**src/rtl/score_timer_display.sv**
```systemverilog
// rtl/score_timer_display.sv - BCD score/countdown unit with multiplexed 7-segment drive
module score_timer_display #(
    parameter int TARGET_SCORE = 10,
    parameter int TIME_LIMIT_S = 60,
    parameter int TICK_MAX     = 99_999_999,
    parameter int REFRESH_MAX  = 99_999
) (
    input  logic       CLK,
    input  logic       RESET,
    input  logic       TARGET_REACHED,
    input  logic       TIMED_MODE,
    input  logic [1:0] MSM_STATE,
    output logic [3:0] SEG_SELECT_OUT,
    output logic [7:0] DEC_OUT,
    output logic       SCORE_WIN,
    output logic       WIN,
    output logic       LOST
);
    localparam int TICK_W = (TICK_MAX > 0) ? $clog2(TICK_MAX + 1) : 1;
    localparam int REF_W  = (REFRESH_MAX > 0) ? $clog2(REFRESH_MAX + 1) : 1;
    localparam logic [TICK_W-1:0] TICK_LAST    = TICK_W'(TICK_MAX);
    localparam logic [REF_W-1:0]  REFRESH_LAST = REF_W'(REFRESH_MAX);
    localparam logic [3:0] TGT_TENS  = 4'(TARGET_SCORE / 10);
    localparam logic [3:0] TGT_ONES  = 4'(TARGET_SCORE % 10);
    localparam logic [3:0] TIME_TENS = 4'(TIME_LIMIT_S / 10);
    localparam logic [3:0] TIME_ONES = 4'(TIME_LIMIT_S % 10);

    function automatic logic [6:0] seg_code(input logic [3:0] d);
        case (d)
            4'd0:    seg_code = 7'b1000000;
            4'd1:    seg_code = 7'b1111001;
            4'd2:    seg_code = 7'b0100100;
            4'd3:    seg_code = 7'b0110000;
            4'd4:    seg_code = 7'b0011001;
            4'd5:    seg_code = 7'b0010010;
            4'd6:    seg_code = 7'b0000010;
            4'd7:    seg_code = 7'b1111000;
            4'd8:    seg_code = 7'b0000000;
            4'd9:    seg_code = 7'b0010000;
            default: seg_code = 7'b1111111;
        endcase
    endfunction

    logic [1:0]        msm_q, msm_d;
    logic              tr_q, tr_d;
    logic [3:0]        score_tens_q, score_tens_d, score_ones_q, score_ones_d;
    logic [3:0]        timer_tens_q, timer_tens_d, timer_ones_q, timer_ones_d;
    logic [TICK_W-1:0] tick_q, tick_d;
    logic [REF_W-1:0]  refresh_q, refresh_d;
    logic [1:0]        strobe_q, strobe_d;
    logic              done_q, done_d, score_win_q, score_win_d;
    logic              win_q, win_d, lost_q, lost_d;
    logic [3:0]        seg_q, seg_d;
    logic [7:0]        dec_q, dec_d;

    logic       in_play, new_game, target_rise, score_at_goal, timer_zero, running;
    logic [3:0] digit;
    logic       blank;

    assign in_play       = (MSM_STATE == 2'd1);
    assign new_game      = in_play && (msm_q == 2'd0);
    assign target_rise   = TARGET_REACHED && !tr_q;
    assign score_at_goal = (score_tens_q == TGT_TENS) && (score_ones_q == TGT_ONES);
    assign timer_zero    = (timer_tens_q == 4'd0) && (timer_ones_q == 4'd0);
    assign running       = TIMED_MODE && in_play && !done_q;

    always_comb begin
        msm_d        = MSM_STATE;
        tr_d         = TARGET_REACHED;
        score_tens_d = score_tens_q;
        score_ones_d = score_ones_q;
        timer_tens_d = timer_tens_q;
        timer_ones_d = timer_ones_q;
        tick_d       = tick_q;
        done_d       = done_q;
        score_win_d  = score_win_q;
        win_d        = win_q;
        lost_d       = lost_q;

        if (new_game) begin
            score_tens_d = 4'd0;
            score_ones_d = 4'd0;
            timer_tens_d = TIME_TENS;
            timer_ones_d = TIME_ONES;
            tick_d       = '0;
            done_d       = 1'b0;
            score_win_d  = 1'b0;
            win_d        = 1'b0;
            lost_d       = 1'b0;
        end else begin
            // Capping at the goal keeps the score from ever passing TARGET_SCORE.
            if (in_play && !done_q && target_rise && !score_at_goal) begin
                if (score_ones_q == 4'd9) begin
                    score_ones_d = 4'd0;
                    score_tens_d = score_tens_q + 4'd1;
                end else begin
                    score_ones_d = score_ones_q + 4'd1;
                end
            end
            if (running) begin
                if (tick_q == TICK_LAST) begin
                    tick_d = '0;
                    if (!timer_zero) begin
                        if (timer_ones_q == 4'd0) begin
                            timer_ones_d = 4'd9;
                            timer_tens_d = timer_tens_q - 4'd1;
                        end else begin
                            timer_ones_d = timer_ones_q - 4'd1;
                        end
                    end
                end else begin
                    tick_d = tick_q + 1'b1;
                end
            end
            score_win_d = score_at_goal;
            // Reaching the goal is checked first so a same-cycle expiry still counts as a win.
            if (running) begin
                if (score_at_goal) begin
                    win_d  = 1'b1;
                    done_d = 1'b1;
                end else if (timer_zero) begin
                    lost_d = 1'b1;
                    done_d = 1'b1;
                end
            end
        end

        refresh_d = refresh_q + 1'b1;
        strobe_d  = strobe_q;
        if (refresh_q == REFRESH_LAST) begin
            refresh_d = '0;
            strobe_d  = strobe_q + 2'd1;
        end

        digit = timer_ones_q;
        blank = !TIMED_MODE;
        case (strobe_q)
            2'd3:    begin digit = score_tens_q; blank = 1'b0; end
            2'd2:    begin digit = score_ones_q; blank = 1'b0; end
            2'd1:    digit = timer_tens_q;
            default: digit = timer_ones_q;
        endcase
        seg_d = ~(4'b0001 << strobe_q);
        dec_d = blank ? 8'hFF : {1'b1, seg_code(digit)};
    end

    always_ff @(posedge CLK or posedge RESET) begin
        if (RESET) begin
            msm_q        <= 2'd0;
            tr_q         <= 1'b0;
            score_tens_q <= 4'd0;
            score_ones_q <= 4'd0;
            timer_tens_q <= TIME_TENS;
            timer_ones_q <= TIME_ONES;
            tick_q       <= '0;
            refresh_q    <= '0;
            strobe_q     <= 2'd0;
            done_q       <= 1'b0;
            score_win_q  <= 1'b0;
            win_q        <= 1'b0;
            lost_q       <= 1'b0;
            seg_q        <= 4'b1110;
            dec_q        <= 8'hFF;
        end else begin
            msm_q        <= msm_d;
            tr_q         <= tr_d;
            score_tens_q <= score_tens_d;
            score_ones_q <= score_ones_d;
            timer_tens_q <= timer_tens_d;
            timer_ones_q <= timer_ones_d;
            tick_q       <= tick_d;
            refresh_q    <= refresh_d;
            strobe_q     <= strobe_d;
            done_q       <= done_d;
            score_win_q  <= score_win_d;
            win_q        <= win_d;
            lost_q       <= lost_d;
            seg_q        <= seg_d;
            dec_q        <= dec_d;
        end
    end

    assign SEG_SELECT_OUT = seg_q;
    assign DEC_OUT        = dec_q;
    assign SCORE_WIN      = score_win_q;
    assign WIN            = win_q;
    assign LOST           = lost_q;
endmodule

```
**config.mk**
```make
export PLATFORM = sky130hd
export DESIGN_NAME = score_timer_display
export DESIGN_NICKNAME = d
export VERILOG_FILES = /design/src/rtl/score_timer_display.sv
export SDC_FILE = /design/constraint.sdc
export NUM_CORES = 1
export LEC_CHECK = 0
export ABC_AREA = 1
export CAP_MARGIN = 30
export CORE_ASPECT_RATIO = 0.6
export CORE_UTILIZATION = 45
export CTS_BUF_LIST = sky130_fd_sc_hd__clkbuf_8
export CTS_CLUSTER_DIAMETER = 40
export DETAILED_ROUTE_END_ITERATION = 16
export PLACE_DENSITY_LB_ADDON = 0.05
export SLEW_MARGIN = 10
export SYNTH_ARGS = -nofsm -noshare
export SYNTH_HDL_FRONTEND = slang
export SYNTH_SLANG_ARGS = --single-unit
```
**constraint.sdc**
```tcl
create_clock -name CLK -period 7.85 [get_ports CLK]
set_input_delay 1.57 -clock CLK [delete_from_list [all_inputs] [get_ports CLK]]
set_output_delay 1.57 -clock CLK [all_outputs]
set_load 0.1 [all_outputs]
```
==> results of run 1 <==
==> cell families (layout without fill, tap and decap cells) <==
| group | after synthesis | count (layout) |
|---|---|---|
| simple gates | 365 | 365 |
| fa+ha+maj | 18 | 18 |
| compound gates | 36 | 36 |
| buf+inv | 93 | 118 |
| flops | 80 | 80 |
| other cells | 1 | 1 |
| xor+xnor | 25 | 25 |
==> synth_stat cells <==
cell        n
nor4_1      4
buf_2       1
xor2_1     20
inv_1      76
nand2_1   157
nor2_1     88
nand2_2     6
ha_1       18
o22ai_1     2
nor2_2      2
buf_8       1
o21bai_1    2
nor3b_1     1
nor3_1     17
nor4_4      1
nand4_1    23
dfrtp_1    68
xnor2_1     5
nand3_4     2
buf_6       3
clkinv_4    1
or2_1       1
nand3b_1    4
nand3_1    43
nor2_4      3
a21o_1      1
o21ai_0     8
nor3b_2     1
o21bai_2    1
clkinv_1    1
conb_1      1
o21ai_1    11
a21oi_1     9
buf_4       2
o21ai_2     1
clkbuf_1    4
or2_2       6
a21oi_2     1
nand2_4     4
dfstp_2    12
nand3_2     2
inv_2       4
==> registers in the layout, indices dropped and copies added (netlist names) <==
signal and count:
score_tens_q 4, msm_q 2, WIN 1, refresh_q 17, timer_tens_q 4, SEG_SELECT_OUT 4
DEC_OUT 7, LOST 1, done_q 1, tick_q 27, score_ones_q 4, strobe_q 2
timer_ones_q 4, tr_q 1, SCORE_WIN 1
==> power by group <==
group          internal, mW  switching [mW]
sequential            0.476          0.0549
clock                 0.154           0.156
combinational         0.112           0.264
total                 0.742           0.475
==> placed cells by master (no fill, tap or decap), types with 5 or more instances in the layout <==
master             n
a21oi_1            9
inv_1             76
nor2_1            88
clkbuf_8          10
nand4_1           23
nand3_1           43
dfstp_2           12
or2_2              6
o21ai_0            8
clkdlybuf4s50_1   19
o21ai_1           11
ha_1              18
nand2_2            6
xor2_1            20
nand2_1          157
xnor2_1            5
nor3_1            17
dfrtp_1           68
==> worst max path at each step <==
stage	from	to	slack, ns	depth (start not counted)
floorplan	RESET	LOST	4.25	1
global placement	MSM_STATE[0]	tick_q[5]	4.44	9
detailed placement	MSM_STATE[0]	tick_q[5]	4.41	9
CTS	SEG_SELECT_OUT[3]	SEG_SELECT_OUT[3]	4.24	1
global route	DEC_OUT[4]	DEC_OUT[4]	4.22	1
finish	SEG_SELECT_OUT[3]	SEG_SELECT_OUT[3]	4.27	1
==> through the flow <==
step           cell area (µm²)  setup WS, ns  power, mW  hold WS [ns]
2_1_floorplan             4750          4.25      0.829         0.433
5_1_grt                   5240          4.22       1.29         0.496
3_3_place_gp              5040          4.44      0.907         0.450
6_report                  5240          4.27       1.22         0.468
4_1_cts                   5240          4.24       1.23         0.473
3_5_place_dp              5040          4.41      0.911         0.462
==> per-layer routing <==
metal	GRT usage	vias up
met4	0.0573	0
met1	0.325	1811
met5	0	-
met3	0.0488	11
li1	-	1995
met2	0.273	82
==> layout make-up <==
type | instances | area, µm² | share of cell area
Inverter | 82 | 314 | 0.0600
Tap cell | 135 | 169 | 0.0323
Multi-Input combinational cell | 445 | 2340 | 0.447
Timing Repair Buffer | 20 | 198 | 0.0378
Sequential cell | 80 | 2020 | 0.385
Clock buffer | 10 | 138 | 0.0263
Clock inverter | 6 | 60.1 | 0.0115
==> results_dict.tcl, run 1 <==
set metrics [dict create \
    vias 3899 \
    tns_ns 0 \
    startpoint_type "flop" \
    area_growth_syn_to_layout_pct 10.1 \
    crit_type "flop to primary output" \
    met1_length_mm 5.84 \
    cts_max_level 3 \
    finalNonFillerCells 778 \
    met2RoutedLength_mm 4.02 \
    r2r-start "strobe_q[0]" \
    postSynthAreaPerCell_um2 7.69 \
    path_cells "clkdlybuf4s50_1" \
    io_pins 21 \
    ys_types 42 \
    grt_max_degree 57 \
    post-dp-hpwl_mm 7.60 \
    fmax_mhz 280 \
    n_antenna_cell 0 \
    wl_met3_um 448 \
    synth_mux_area_frac 0 \
    highest_layer "met4" \
    whs_path_depth 1 \
    grt_overflow 0 \
    r2r_slack_ns 5.64 \
    io_buffer_count 19 \
    die_y_um 81.6 \
    setup_viol 0 \
    fillerInstances 991 \
    hold_end "refresh_q[0]" \
    clk_pin_slew_ns 0.08 \
    first_pass_iters 5 \
    slew_headroom 0.343 \
    cts_buffers 9 \
    synth_compound_area_frac 0.0429 \
    cts.sinks 80 \
    synth_seq_area_share 0.424 \
    critPathMaxFanout 1 \
    initial_core_util 0.473 \
    first_global_vias 3430 \
    max_slew.worst_pin.slew_ns 0.982 \
    antenna_found_initial 0 \
    cpPeakStageDelay_ns 1.12 \
    endpoint_kind "primary output" \
    crit_required_ns 6.28 \
    synth_xor_area_frac 0.0461 \
    skew_ns 0.00614 \
    die_area_mm2 0.0110 \
    grt_pass1_wl_mm 17.4 \
    drt-vias-per-instance 5.01 \
    routed_wl_mm 10.4 \
    final_hold_viol_count 0 \
    vdd_drop_max_mv 0.168 \
    leakage_nw 2.57 \
    gp_congestion 0.884 \
    slew_violations 0 \
    crit_path_top_delay_cell "clkdlybuf4s50_1" \
    placedCellCount 762 \
    core-area_mm2 0.0101 \
    layout_min_cycle_time_ns 3.58 \
    holdBufCountCts 0 \
    synth_area_leader_cell "dfrtp_1" \
    period_share 0.456 \
    cap_violations 0 \
    fin_util 0.521 \
    cts_tree "done" \
    rows 28 \
    cts.path.max_buffers 2 \
    drt-initial-drc-count 259 \
    rsz0062_at_grt "no" \
    synth_top_family_by_area "simple AND/OR/NAND/NOR gates" \
    post_cts.repair.setup_buffers 0 \
    fin_nets 662 \
    synth_fa_ha_area_frac 0.0474 \
    worst-path-buf-inv 1 \
    cts_root_buffer "clkbuf_8" \
    synth_area_leaders "dfrtp_1, nand2_1, nor2_1" \
    wl_per_cell_um 13.4 \
    worstReg2RegEnd "DEC_OUT[5]" \
    worstPathArrival_ns 2.01 \
    grtUsageTotal 0.207 \
    status "completed" \
    hp-class "flop to flop" \
    drtAntennaViolNets 0 \
    synth_top_area_share 0.358 \
    synth_nets 642 \
    yosysWarnings 0 \
    min_from "refresh_q[0]" \
    ys_ff_latch 80 \
    synth_cells 618 \
    reg2regPathDepth 10 \
    synth-simple-area-share 0.355 \
    clk_latency_ns 0.36 \
    drc 0 \
    crit_family "buffers and inverters" \
    drive_above_1_share 0.0995 \
    p_per_area_mw_per_mm2 233 \
    die_w_um 135 \
    netlist_area_mm2 0.00475 \
    ctsResizeCount 0 \
]
Power figures use the tool's default switching activity.
==> run 2: changes to the inputs <==
==> constraint.sdc (replaced) <==
create_clock -name CLK -period 3.1 [get_ports CLK]
set_input_delay 0.62 -clock CLK [delete_from_list [all_inputs] [get_ports CLK]]
set_output_delay 0.62 -clock CLK [all_outputs]
set_load 0.1 [all_outputs]
==> run 2 against run 1 <==
  * Cell count unchanged
  * Global-route usage up 0.39 points
  * Sequential power rose to 2.5 times the previous value
  * Wire length down 0.79%
  * Clock power rose to 2.5 times the previous value
  * Critical path depth up 9
  * Setup slack worse by 3.4 ns
  * Largest cell class unchanged
==> results_dict.tcl, run 2 (same netlist as run 1, synthesis figures left out) <==
set metrics [dict create \
    status "completed" \
    slew_violations 0 \
    drtAntennaViolNets 0 \
    path_cells "inv_1 > ha_1 > inv_2 > nand2_1 > o22ai_1 > inv_1 > ha_1 > or2_2 > nand3_1 > nand2_1" \
    die_y_um 81.6 \
    fmax_mhz 446 \
    slew_headroom 0.537 \
    cts_buffers 9 \
    first_global_vias 3519 \
    setup_ws_ns 0.856 \
    n_antenna_cell 0 \
    grt_pass1_wl_mm 17.7 \
    critPathMaxFanout 8 \
    crit_type "flop to flop" \
    hold_slack_ns 0.465 \
    drive_above_1_share 0.123 \
    min_from "refresh_q[0]" \
    cts.path.max_buffers 2 \
    post_cts.repair.setup_buffers 0 \
    grt_overflow 0 \
    drt-vias-per-instance 5.01 \
    tns_ns 0 \
    design_power_total_mw 3.08 \
    layout_common_cells "nand2_1, nor2_1, inv_1" \
    cap_violations 0 \
    grt_max_degree 44 \
    max_slew.worst_pin.slew_ns 0.694 \
    leakage_nw 2.57 \
    vias 3900 \
    first_pass_iters 5 \
    skew_ns 0.00944 \
    r2r-start "strobe_q[0]" \
    dp_slack_ns 0.586 \
    cts.sinks 80 \
    area_growth_syn_to_layout_pct 9.61 \
    ctsResizeCount 0 \
    cts_root_buffer "clkbuf_8" \
    period_share 0.724 \
    post-dp-hpwl_mm 7.69 \
    die_area_mm2 0.0110 \
    cpPeakStageDelay_ns 0.41 \
    vdd_drop_max_mv 0.519 \
    antenna_found_initial 0 \
    drt-initial-drc-count 320 \
    rows 28 \
    gp_congestion 0.908 \
    crit_required_ns 3.39 \
    worstPathArrival_ns 2.53 \
    hp-class "flop to flop" \
    setup_viol 0 \
    core-area_mm2 0.0101 \
    holdBufCountCts 0 \
    drc 0 \
    crit_path_top_delay_cell "dfrtp_1" \
    largest_reg_flops 27 \
    io_pins 21 \
    worst-path-buf-inv 3 \
    fin_util 0.518 \
    max_flop_register "tick_q" \
    grtUsageTotal 0.211 \
    fin_nets 662 \
    io_buffer_count 19 \
    initial_core_util 0.473 \
    final_common_cell "nand2_1" \
    clk_pin_slew_ns 0.09 \
    cts_max_level 3 \
    routed_wl_mm 10.3 \
    startpoint "strobe_q[0]" \
    p_per_area_mw_per_mm2 591 \
    die_w_um 135 \
    crit_family "simple AND/OR/NAND/NOR gates" \
    cts_tree "done" \
    layout_min_cycle_time_ns 2.24 \
    clk_latency_ns 0.36 \
    wl_per_cell_um 13.3 \
    final_hold_viol_count 0 \
    endpoint_kind "flop" \
    rsz0062_at_grt "no" \
    startpoint_type "flop" \
]
==> run 2: routing by layer <==
metal / GRT usage / wire (µm) / vias up
met3: 0.0500 / 624 / 10
met4: 0.0562 / 96 / 0
met5: 0 / 0 / -
met2: 0.280 / 3850 / 99
met1: 0.331 / 5770 / 1796
li1: - / - / 1995
==> run 2: worst paths after layout <==
| check | cells after the start | to | slack (ns) |
|---|---|---|---|
| max reg2reg | 10 | DEC_OUT[5] | 0.86 |
| min reg2reg | 1 | refresh_q[0] | 0.46 |
| min in group asynchronous | 2 | score_tens_q[0] | 0.66 |
| max | 10 | DEC_OUT[5] | 0.86 |
| max in group asynchronous | 3 | timer_tens_q[2] | 1.72 |
| min | 1 | refresh_q[0] | 0.46 |
==> run 2: layout make-up <==
| type | instances | area, µm² |
|---|---|---|
| repair buffers | 20 | 175 |
| inverters | 82 | 314 |
| multi-input cells | 445 | 2340 |
| well taps | 135 | 169 |
| flip-flops and latches | 80 | 2020 |
| clock buffers | 9 | 124 |
| clock inverters | 7 | 71.3 |
| fillers | 950 | 4840 |
==> run 2: metrics by stage <==
| step | instances | cell area (µm²) |
|---|---|---|
| global route | 778 | 5210 |
| floorplan | 618 | 4750 |
| detailed placement | 762 | 5010 |
| finish | 778 | 5210 |
| CTS | 778 | 5210 |
| global placement | 762 | 5010 |
==> run 2: worst reg2reg max path: stages, from the launching register on <==
cell,delay [ns]
dfrtp_1,0.41
inv_1,0.11
ha_1,0.25
inv_2,0.13
nand2_1,0.08
o22ai_1,0.38
inv_1,0.16
ha_1,0.20
or2_2,0.30
nand3_1,0.08
nand2_1,0.05
==> run 2: power breakdown <==
part | internal (mW) | total (mW) | leakage [nW] | switching [mW]
logic | 0.275 | 0.948 | 1.46 | 0.673
registers | 1.21 | 1.35 | 1.02 | 0.142
clock network | 0.372 | 0.780 | 0.0916 | 0.408
==> run 3: changes to the inputs <==
==> constraint.sdc (replaced) <==
create_clock -name CLK -period 2.2 [get_ports CLK]
set_input_delay 0.44 -clock CLK [delete_from_list [all_inputs] [get_ports CLK]]
set_output_delay 0.44 -clock CLK [all_outputs]
set_load 0.1 [all_outputs]
==> run 3 against run 2 <==
  * First-iteration DRC count shrank 26%
  * Sequential share of layout area shrank 0.73 points
  * Critical endpoint unchanged
  * Highest routed layer unchanged
  * Global-route usage grew 0.75 points
==> results_dict.tcl, run 3 (same netlist as run 1, synthesis figures left out) <==
set metrics [dict create \
    period_share 0.919 \
    cts_buffers 9 \
    slew_violations 0 \
    cap_violations 0 \
    initial_core_util 0.473 \
    first_pass_iters 4 \
    clk_pin_slew_ns 0.08 \
    skew_ns 0.0119 \
    crit_required_ns 2.49 \
    p_per_area_mw_per_mm2 827 \
    rows 28 \
    die_area_mm2 0.0110 \
    hold_slack_ns 0.464 \
    drtAntennaViolNets 0 \
    first_global_vias 3491 \
    largest_reg_flops 27 \
    tns_ns 0 \
    antenna_found_initial 0 \
    multiInputGateArea_mm2 0.00234 \
    startpoint_type "flop" \
    crit_type "flop to flop" \
    io_buffer_count 19 \
    post-dp-hpwl_mm 8.01 \
    grtUsageTotal 0.218 \
    grt_max_degree 81 \
    clk_latency_ns 0.37 \
    cts_max_level 3 \
    fin_util 0.528 \
    cts.sinks 80 \
    max_slew.worst_pin.slew_ns 0.526 \
    layout_common_cells "nand2_1, nor2_1, inv_1" \
    drt-initial-drc-count 237 \
    critPathMaxFanout 4 \
    cts_tree "done" \
    grt_overflow 0 \
    routed_wl_mm 10.6 \
    worstPathArrival_ns 2.32 \
    fmax_mhz 495 \
    final_common_cell "nand2_1" \
    endpoint_kind "flop" \
    n_antenna_cell 0 \
    area_growth_syn_to_layout_pct 11.7 \
    core-area_mm2 0.0101 \
    drc 0 \
    cts.path.max_buffers 2 \
    die_w_um 135 \
    final_hold_viol_count 0 \
    grt_pass1_wl_mm 18.1 \
    hp-class "flop to flop" \
    leakage_nw 2.63 \
    fin_nets 672 \
    gp_congestion 0.894 \
    vias 3886 \
    wl_per_cell_um 13.5 \
    status "completed" \
    io_pins 21 \
    drt-vias-per-instance 4.93 \
    slew_headroom 0.647 \
    layout_min_cycle_time_ns 2.02 \
    fillerInstances 967 \
    max_flop_register "tick_q" \
    drive_above_1_share 0.136 \
    regArea_mm2 0.00202 \
    cts_root_buffer "clkbuf_8" \
    rsz0062_at_grt "no" \
    setup_viol 0 \
    vdd_drop_max_mv 0.695 \
    die_y_um 81.6 \
]
==> run 3: changes by cell type in the layout (fill, tap and decap cells not counted) <==
cell      before  now
clkinv_2       3    1
o21ai_0        8    7
o21ai_1       11   12
clkbuf_8       9   10
buf_4         14   23
clkinv_4       1    2
buf_12         1    2
==> run 3: cell type report <==
class                   instances  area share
inverters                      82      0.0596
clock buffers                  10      0.0259
clock inverters                 6      0.0127
repair buffers                 30      0.0495
well taps                     135      0.0318
multi-input cells             445       0.441
flip-flops and latches         80       0.380
==> run 3: path summary, 6_finish.rpt <==
path                                   start                end  slack, ns  depth (start not counted)
worst min-delay path            refresh_q[0]       refresh_q[0]       0.46                          1
min in group asynchronous              RESET  SEG_SELECT_OUT[0]       0.54                          3
worst max register to register   strobe_q[0]         DEC_OUT[5]       0.18                         10
max in group asynchronous              RESET         DEC_OUT[4]       1.30                          3
worst max-delay path             strobe_q[0]         DEC_OUT[5]       0.18                         10
worst min register to register  refresh_q[0]       refresh_q[0]       0.46                          1
==> run 3: stage by stage <==
stage          std cells  power [mW]  area (µm²)  worst slack (ns)
4_1_cts              786        4.43        5300             0.134
3_5_place_dp         770        3.28        5090            0.0976
2_1_floorplan        618        2.96        4760             0.332
5_1_grt              788        4.69        5310           0.00123
3_3_place_gp         770        3.26        5090             0.136
6_report             788        4.39        5310             0.178
==> run 3: critical path: stages (launching register included) <==
cell and delay, ns:
dfrtp_1 0.42, inv_1 0.12, ha_1 0.27, inv_2 0.09, o21ai_0 0.11, o22ai_1 0.20, inv_1 0.12, ha_1 0.18
or2_2 0.30, nand3_1 0.08, nand2_1 0.05
==> run 3: what timing repair did <==
action | 4_1_cts | 5_1_grt
setup endpoints to repair | 0 | 2
resized for setup | 0 | 1
hold buffers | 0 | 0
setup buffers | 0 | 2
==> run 3: report_power, final <==
group | switching (mW) | leakage (nW) | internal, mW
Sequential | 0.207 | 1.02 | 1.70
Combinational | 0.944 | 1.51 | 0.410
Clock | 0.571 | 0.0989 | 0.559
==> run 3: per-layer routing <==
layer,vias to the layer above,share of wire,global-route usage
met1,1752,0.56,0.353
li1,2021,-,-
met3,5,0.064,0.0623
met2,108,0.37,0.271
met5,-,0,0
met4,0,0.0061,0.0506
